## src/rtl/bit_deserializer.sv

```systemverilog
// Serial-to-parallel front end: assembles WORD_W-bit words from a 1-bit valid/ready
// stream into a one-word holding register. Define BIT_DESERIALIZER_MSB_FIRST_EN for MSB-first order.
module bit_deserializer #(
    parameter int WORD_W = 8,
    parameter int CNT_W  = $clog2(WORD_W)
) (
    input  logic              clk,
    input  logic              rst_n,
    input  logic              bit_in,
    input  logic              bit_valid,
    output logic              bit_ready,
    input  logic              sync,
    output logic [WORD_W-1:0] word_out,
    output logic              word_valid,
    input  logic              word_ready,
    output logic [CNT_W-1:0]  fill
);

    localparam logic [CNT_W-1:0] LAST = CNT_W'(WORD_W - 1);

    logic [WORD_W-1:0] shreg;
    logic [WORD_W-1:0] base;
    logic [WORD_W-1:0] shifted;
    logic              last;
    logic              accept;
    logic              complete;

    // Both ports transfer on valid && ready at a rising edge; valid never waits on ready.
    // Only the final bit of a word stalls, and only while the holding register
    // is full and not being drained in the same cycle.
    assign last      = (fill == LAST);
    assign bit_ready = !(last && word_valid && !word_ready);
    assign accept    = bit_valid && bit_ready;
    assign complete  = accept && last && !sync;

    // sync drops the partial word, so the accepted bit shifts into an empty register.
    assign base = sync ? '0 : shreg;

`ifdef BIT_DESERIALIZER_MSB_FIRST_EN
    assign shifted = {base[WORD_W-2:0], bit_in};
`else
    assign shifted = {bit_in, base[WORD_W-1:1]};
`endif

    always_ff @(posedge clk or negedge rst_n) begin
        if (!rst_n) begin
            shreg      <= '0;
            fill       <= '0;
            word_out   <= '0;
            word_valid <= 1'b0;
        end else begin
            if (accept) begin
                if (complete) begin
                    shreg <= '0;
                    fill  <= '0;
                end else begin
                    shreg <= shifted;
                    fill  <= sync ? CNT_W'(1) : fill + CNT_W'(1);
                end
            end else if (sync) begin
                shreg <= '0;
                fill  <= '0;
            end

            // A completing word may replace one being drained at the same edge.
            if (complete) begin
                word_out   <= shifted;
                word_valid <= 1'b1;
            end else if (word_ready) begin
                word_valid <= 1'b0;
            end
        end
    end

endmodule

```

## config.mk

```make
export PLATFORM = sky130hd
export DESIGN_NAME = bit_deserializer
export DESIGN_NICKNAME = d
export VERILOG_FILES = /design/src/rtl/bit_deserializer.sv
export SDC_FILE = /design/constraint.sdc
export NUM_CORES = 1
export LEC_CHECK = 0
export ABC_AREA = 1
export BUFFER_PORTS_ARGS = -buffer_cell sky130_fd_sc_hd__buf_2
export CORE_UTILIZATION = 30
export DETAILED_ROUTE_END_ITERATION = 12
export MAX_ROUTING_LAYER = met4
export PLACE_DENSITY_LB_ADDON = 0.12
export RECOVER_POWER = 50
export SYNTH_ARGS = -nofsm -noshare
export SYNTH_HDL_FRONTEND = slang
export SYNTH_SLANG_ARGS = --single-unit
```

## constraint.sdc

```tcl
create_clock -name clk -period 1.65 [get_ports clk]
set_clock_uncertainty 0.1 [all_clocks]
set_input_delay 0.495 -clock clk [delete_from_list [all_inputs] [get_ports clk]]
set_output_delay 0.495 -clock clk [all_outputs]
set_load 0.02 [all_outputs]
```

# --- Word level (Yosys, flattened, before mapping) ---
# Index checks and enable logic that the tools add are counted.
classes:
  add_sub_neg: 1
  n_eq_ne: 1
  mux: 9
  n_reduce_logical: 10
op_table:
  columns: ["op", "count"]
  rows:
  - ["8-bit 2-to-1 mux", 3]
  - ["3-bit 2-to-1 mux", 4]
  - ["1-bit logical AND", 5]
  - ["2-bit nonzero test", 2]
  - ["3-bit by 1-bit adder with 3-bit output (second input constant)", 1]
  - ["3-bit equality test (second input constant)", 1]
  - ["1-bit zero test", 3]
  - ["1-bit 2-to-1 mux", 2]
totals:
  regBits: 19
  input_bits: 6
  out_inout_bits: 13

# --- Longest topological paths before layout ---
# Gate-level depths: netlist of the first run.
logic_depth:
  word_depth: 9
  mapped_depth: 7
  depth_no_buf: 7

# --- Least setup slack after synthesis of the first run ---
# Ideal clock, no wire load.
synth_path:
  path_kind: "flip-flop to output port"
  startpoint: "register fill[0]"
  endpoint: "output bit_ready"
  arrival_ps: 1240
  required_ps: 1055
  setup_slack_ps: -185
  stages_incl_launch_ff: 5
  cell_sequence: "dfrtp_1 > ha_1 > ha_1 > nand3_2 > buf_2"
synth_between:
  elab_chain_len: 4
synth_rtl:
  columns: ["item", "line_no", "source"]
  rows:
  - ["start, declared", "16", "output logic [CNT_W-1:0] fill"]
  - ["start signal, assigned", "58", "fill <= sync ? CNT_W'(1) : fill + CNT_W'(1);"]
  - ["3-bit equality test", "31", "assign last = (fill == LAST);"]
  - ["1-bit logical AND (2 in series)", "32", "assign bit_ready = !(last && word_valid && !word_ready);"]
  - ["1-bit zero test", "32", null]
  - ["end, declared", "11", "output logic bit_ready,"]
# No other way between the ends.

# --- Worst setup path after layout of the first run ---
layout_path:
  startpoint: "register fill[1]"
  endpoint: "output bit_ready"
# Same word-level chain as after synthesis.

==> results of run 1 <==
## stage by stage
| stage | setup TNS [ns] | cell area [sq um] | hold slack [ns] | total power, mW | setup WS (ns) |
|---|---|---|---|---|---|
| global route | -0.249 | 1150 | 0.327 | 0.862 | -0.238 |
| detailed placement | 0 | 1040 | 0.355 | 0.583 | 0.0504 |
| global placement | 0 | 1040 | 0.350 | 0.582 | 0.0714 |
| finish | -0.182 | 1150 | 0.254 | 0.810 | -0.182 |
| floorplan | 0 | 897 | 0.0994 | 0.543 | 0.0131 |
| CTS | -0.197 | 1100 | 0.0365 | 0.821 | -0.197 |
## what timing repair did
action	4_1_cts	5_1_grt
cloned	0	2
gates resized for setup	3	5
pin swaps	0	1
hold buffers	0	0
endpoints found under the setup margin	1	8
setup buffers	3	2
hold endpoints to repair	0	0
## placed cells by master, fill, tap and decap left out
cell and instances:
clkbuf_1 7, clkbuf_16 1, dfrtp_2 2, nor2_1 2, nand3_2 1, nor2_4 1
inv_1 3, ha_4 2, dfrtp_1 17, nand2_1 30, buf_2 9, buf_6 2
o21ai_1 1, nand3_1 9, o21ai_0 2, clkbuf_4 3, buf_4 10, nand3_4 2
nand4_1 16, buf_8 1, inv_2 2
## layout make-up
cell class | count | area share
flip-flops and latches | 19 | 0.414
inverters | 5 | 0.0163
repair buffers | 29 | 0.178
multi-input cells | 66 | 0.335
well taps | 31 | 0.0336
clock buffers | 4 | 0.0228
## path summary, 6_finish.rpt
check,from,end,slack (ns)
worst max-delay path,fill[1],bit_ready,-0.18
min in group clk,word_ready,word_valid,0.37
worst min register to register,word_out[6],word_out[6],0.37
worst min-delay path,rst_n,word_valid,0.25
worst max register to register,fill[1],word_out[1],0.11
max in group asynchronous,rst_n,fill[1],0.51
## routing by layer
metal,GRT usage,share of wire,up-vias
li1,-,-,383
met1,0.172,0.49,335
met2,0.205,0.45,21
met3,0.0419,0.048,2
met4,0.0321,0.0066,0
met5,-,0,-
## logic make-up (layout without fill, tap and decap cells)
logic type,Yosys count,count (layout)
flip-flops,19,19
AND/OR/NAND/NOR,60,61
AO/OA/AOI/OAI,3,3
adder cells (fa/ha/maj),2,2
buffers and inverters,10,38
## state kept, by name, summed over array words and instances (netlist names)
signal / flops
fill: 3
shreg: 7
word_out: 8
word_valid: 1
## worst reg2reg max path, delay by kind of cell, from the launching register on
family | cells | cell delay (ns)
AND/OR/NAND/NOR | 4 | 0.31
adder cells (fa/ha/maj) | 2 | 0.33
flip-flops | 1 | 0.44
buffers and inverters | 2 | 0.27
## where the power goes
part	switching, mW	leakage (nW)	internal [mW]	total [mW]
Sequential	0.0108	0.258	0.478	0.488
Clock	0.131	0.0150	0.0940	0.225
Combinational	0.0595	0.330	0.0374	0.0969
==> metrics.md, run 1 <==
| Metric | Value |
|---|---|
| Routed wire length | `1960 um` |
| Most frequent cells after synthesis | `30 x nand2_1, 19 x dfrtp_1, 16 x nand4_1, 9 x nand3_1, 4 x buf_2` |
| Synth-to-Final Area Change | `33.2%` |
| Residual DRC | `0` |
| Post-Synth XOR/XNOR Area | `0` |
| Worst path required time | `1.05 ns` |
| CP delay by family, top | `flip-flops` |
| IO Count | `19` |
| Min Tclk post-route | `1.83 ns` |
| FFs w/ async S/R, synth | `1.00` |
| Fin util | `0.422` |
| Clock transition at the registers of the reported paths | `0.10 ns` |
| Unique masters post-synth | `15` |
| Synth Net Count | `102` |
| Cell area after synthesis | `866 sq um` |
| Worst setup SP type | `register` |
| Placed insts | `144` |
| Fraction of synthesized area in multiplexers | `0` |
| Fmax | `0.546 GHz` |
| Final ANT Viol Nets | `0` |
| Worst slew margin | `0.312` |
| Synth Area in Compound Gates | `0.0173` |
| HP Class | `in2async` |
| Setup WS post-layout | `-0.182 ns` |
| Port Buffers | `18` |
| Largest net degree at the start of global routing | `20` |
| Pleak | `0.603 nW` |
| Violated checks | `negative setup slack` |
| CTS tree | `built` |
| CP Class | `reg2out` |
| Area leader, netlist | `dfrtp_1` |
| Synthesis-stage register bit count | `19` |
| Adder-Cell Fraction of Synth Area | `0.0289` |
| Max stage delay cell, worst path | `dfrtp_2` |
| First-pass detailed-route iteration total | `4` |
| Post-synth EDFFs | `0` |
| Multi-input logic area | `387 sq um` |
| Syn Area/Cell | `9.21 sq um` |
| Crit-path max cell delay | `0.44 ns` |
| Clock sink total | `19` |
| WP buf/inv | `1` |
| Layout cells sized above 1 | `0.293` |
| Fill cells | `277` |
| CTS H-tree depth | `1` |
| Initial core utilization | `0.317` |
| Skew-Pair Late Insertion Delay | `0.29 ns` |
| Ys Warns | `0` |
| Clk buf depth | `2` |
| DRT iter0 DRCs | `12` |
| Critical path, cell by cell | `ha_4 > ha_4 > nand3_4 > buf_6` |
| Synth top area share | `0.549` |
| Most numerous cell in the Yosys netlist | `nand2_1` |
| Maximum Capacitance Violations | `0` |
| Remaining Overflow, GRT | `0` |
| Chip height | `55.7 um` |
| Arrival time at the worst endpoint | `1.24 ns` |
| Final hold violation count | `0` |
| Die Wd | `55.7 um` |
| Largest family of logic cells by synthesized area | `simple AND/OR/NAND/NOR gates` |
| Core area | `2730 sq um` |
| Finish-stage setup viols | `1` |
| Diodes inserted | `0` |
| First-pass GRT wire length | `3110 um` |
| Most common cell on crit path | `ha_4` |
| Slew @ Worst Pin | `1.03 ns` |
| P per Cell Area | `702 nW/um^2` |
| Seq/Total Area, Yosys | `0.549` |
| Routed len/inst | `12.7 um` |
| Tcrit/Tclk final | `1.11` |
| Post-layout nets | `132` |
| Reg2Reg Depth | `8` |
| IR drop worst, VDD | `496 uV` |
| Status | `finished with violations` |
| DR vias/cell | `4.81` |
| GR Util All Layers | `0.133` |
| Cells after Synth | `94` |
| Max FO, Critical Path | `2` |
| RSZ-0062 raised after global routing | `true` |
| Num rows | `19` |
| Detail Placement HPWL | `1280 um` |
| GP Congestion | `0.736` |
| Ranking of synthesized cells by area | `dfrtp_1 55%, nand2_1 13%, nand4_1 12%` |
| Worst path depth | `4` |
| Die Area | `3100 sq um` |
| Initial antenna violation count | `0` |
| Num CTS Buffers | `3` |
| Most used DFF post-synth | `dfrtp_1` |
| Vias in the first global route | `671` |
| Post-Layout Cell Count | `154` |
| Critical Path End Type | `primary output` |
| Final slew viol count | `0` |
| Storage cell area | `478 sq um` |
| Post-Synth Simple-Gate Area | `0.351` |
| Root buffer cell | `clkbuf_4` |
| Vias | `741` |
Power figures use the tool's default switching activity.
==> inputs of run 2 (changes only) <==
CELL_PAD_IN_SITES_DETAIL_PLACEMENT = 1   (was not set)
CELL_PAD_IN_SITES_GLOBAL_PLACEMENT = 1   (was not set)
CTS_CLUSTER_DIAMETER = 60   (was not set)
RECOVER_POWER = 100   (was 50)
==> run 2 against run 1 <==
The run still ends with negative setup slack left. Sequential power hardly changed. Setup slack got worse by 0.021 ns. Hold slack gained 0.0023 ns. Clock-buffer cell count unchanged. Total power rose by 4.1%. Via count grew 4.2%. First-iteration DRC count up 50%. Critical endpoint unchanged. Largest power group unchanged. Highest routed layer unchanged.
==> metrics.md, run 2 (synthesis gave the netlist of run 1 again) <==
| Metric | Value |
|---|---|
| Largest register by flop count | `word_out (unchanged)` |
| Pleak | `0.583 nW (was 0.603 nW)` |
| Most frequent cells in the layout | `29 x nand2_1, 17 x dfrtp_1, 16 x nand4_1, 10 x nand3_1, 10 x clkbuf_1 (was 30 x nand2_1, 17 x dfrtp_1, 16 x nand4_1, 10 x buf_4)` |
| Final ANT Viol Nets | `0 (unchanged)` |
| Die Wd | `55.7 um (unchanged)` |
| Tcrit/Tclk final | `1.12 (was 1.11)` |
| Worst slew margin | `0.277 (was 0.312)` |
| Vias in the first global route | `754 (was 671)` |
| Max FO, Critical Path | `2 (unchanged)` |
| CP Class | `reg2out (unchanged)` |
| Reg2Reg Depth | `8 (unchanged)` |
| First-pass GRT wire length | `3720 um (was 3110 um)` |
| Arrival time at the worst endpoint | `1.26 ns (was 1.24 ns)` |
| Num rows | `19 (unchanged)` |
| GP Congestion | `0.707 (was 0.736)` |
| Residual DRC | `0 (unchanged)` |
| Initial antenna violation count | `0 (unchanged)` |
| Core area | `2730 sq um (unchanged)` |
| Diodes inserted | `0 (unchanged)` |
| Status | `finished with violations (unchanged)` |
| Remaining Overflow, GRT | `0 (unchanged)` |
| Skew-Pair Late Insertion Delay | `0.30 ns (was 0.29 ns)` |
| Routed len/inst | `14.7 um (was 12.7 um)` |
| R2R Setup Slk | `0.04 ns (was 0.11 ns)` |
| Port Buffers | `18 (unchanged)` |
| Fin util | `0.417 (was 0.422)` |
| First-pass detailed-route iteration total | `3 (was 4)` |
| Final slew viol count | `0 (unchanged)` |
| Hold-fix buffers, CTS | `0 (unchanged)` |
| Detail Placement HPWL | `1470 um (was 1280 um)` |
| Critical Path End Type | `primary output (unchanged)` |
| Root buffer cell | `clkbuf_4 (unchanged)` |
| Most common cell after layout, fill and taps aside | `nand2_1 (unchanged)` |
| Layout cells sized above 1 | `0.268 (was 0.293)` |
| Synth-to-Final Area Change | `31.6% (was 33.2%)` |
| Post-Route Setup TNS | `-0.262 ns (was -0.182 ns)` |
| Worst setup SP type | `register (unchanged)` |
| Slew @ Worst Pin | `1.08 ns (was 1.03 ns)` |
| Fmax | `0.540 GHz (was 0.546 GHz)` |
| Chip height | `55.7 um (unchanged)` |
| P per Cell Area | `740 nW/um^2 (was 702 nW/um^2)` |
| DRT iter0 DRCs | `18 (was 12)` |
| Vias | `772 (was 741)` |
| Violated checks | `negative setup slack (unchanged)` |
| Top Registers | `word_out: 8 flops, shreg: 7 flops, fill: 3 flops (unchanged)` |
| IR drop worst, VDD | `385 uV (was 496 uV)` |
| Power Total | `843 uW (was 810 uW)` |
| Final hold violation count | `0 (unchanged)` |
| R2r endpoint | `word_out[4] (was word_out[1])` |
| DR vias/cell | `5.01 (was 4.81)` |
| Maximum Capacitance Violations | `0 (unchanged)` |
| Clk buf depth | `2 (unchanged)` |
| Die Area | `3100 sq um (unchanged)` |
| Post-layout nets | `132 (unchanged)` |
| RSZ-0062 raised after global routing | `true (unchanged)` |
| Max reg flops | `8 (unchanged)` |
| Finish-stage setup viols | `2 (was 1)` |
| CTS tree | `built (unchanged)` |
| Largest net degree at the start of global routing | `20 (unchanged)` |
| Initial core utilization | `0.317 (unchanged)` |
| Min Tclk post-route | `1.85 ns (was 1.83 ns)` |
| CTS H-tree depth | `1 (unchanged)` |
| GR Util All Layers | `0.162 (was 0.133)` |
| Setup WS post-layout | `-0.203 ns (was -0.182 ns)` |
| Worst Setup Slack post-DPL | `0.0315 ns (was 0.0504 ns)` |
| Reg-to-reg startpoint | `fill[0] (was fill[1])` |
| Clock transition at the registers of the reported paths | `0.12 ns (was 0.10 ns)` |
| Clock sink total | `19 (unchanged)` |
| Num CTS Buffers | `3 (unchanged)` |
| IO Count | `19 (unchanged)` |
| Worst path required time | `1.05 ns (about the same)` |
| HP Class | `in2async (unchanged)` |
| Routed wire length | `2270 um (was 1960 um)` |
==> run 2: cell types whose count changed in the layout (fill, tap and decap cells not counted) <==
cell | previous run | this run
buf_2 | 9 | 6
buf_4 | 10 | 8
buf_6 | 2 | 6
buf_8 | 1 | 0
clkbuf_1 | 7 | 10
clkbuf_16 | 1 | 0
inv_2 | 2 | 1
inv_4 | 0 | 1
nand2_1 | 30 | 29
nand2_2 | 0 | 1
nand3_1 | 9 | 10
nand3_2 | 1 | 0
==> run 2: cell type report <==
class                   instances  area [sq um]
flip-flops and latches         19           478
multi-input cells              66           384
well taps                      31          38.8
fillers                       322          1590
inverters                       5          21.3
clock buffers                   4          26.3
repair buffers                 29           191
==> run 2: critical path: stages, from the launching register on <==
cell     delay [ns]
dfrtp_2        0.45
ha_4           0.17
ha_4           0.16
nand3_4        0.06
buf_6          0.12
==> run 2: timing repair <==
item                       in CTS  in global routing
cloned                          0                  1
resized for setup               3                  9
buffers inserted                3                  3
setup endpoints to repair       1                  4
pin swaps                       1                  5
==> run 2: routing by layer <==
| layer | GRT usage | wire, um | part of all wire | vias to the layer above |
|---|---|---|---|---|
| met5 | - | 0 | 0 | - |
| met2 | 0.243 | 1060 | 0.47 | 13 |
| li1 | - | - | - | 385 |
| met3 | 0.0349 | 60 | 0.026 | 2 |
| met4 | 0.0750 | 18 | 0.0079 | 0 |
| met1 | 0.210 | 1130 | 0.50 | 372 |
==> run 2: power breakdown <==
group | internal (mW) | switching (mW) | leakage (nW) | total [mW]
logic | 0.0434 | 0.0632 | 0.310 | 0.107
clock network | 0.0942 | 0.153 | 0.0150 | 0.247
registers | 0.478 | 0.0118 | 0.258 | 0.490
==> run 2: worst max-delay path by stage <==
| stage | from | to | cells past startpoint |
|---|---|---|---|
| floorplan | fill[0] | bit_ready | 4 |
| global placement | fill[0] | bit_ready | 4 |
| detailed placement | fill[1] | bit_ready | 4 |
| CTS | fill[1] | bit_ready | 4 |
| global route | fill[0] | bit_ready | 4 |
| finish | fill[0] | bit_ready | 4 |
==> run 2: per-stage QoR <==
stage | area, sq um | cells | hold WS (ns)
6_report | 1140 | 154 | 0.257
5_1_grt | 1140 | 154 | 0.335
4_1_cts | 1110 | 152 | 0.0239
3_5_place_dp | 1040 | 145 | 0.353
3_3_place_gp | 1040 | 145 | 0.349
2_1_floorplan | 897 | 94 | 0.0994
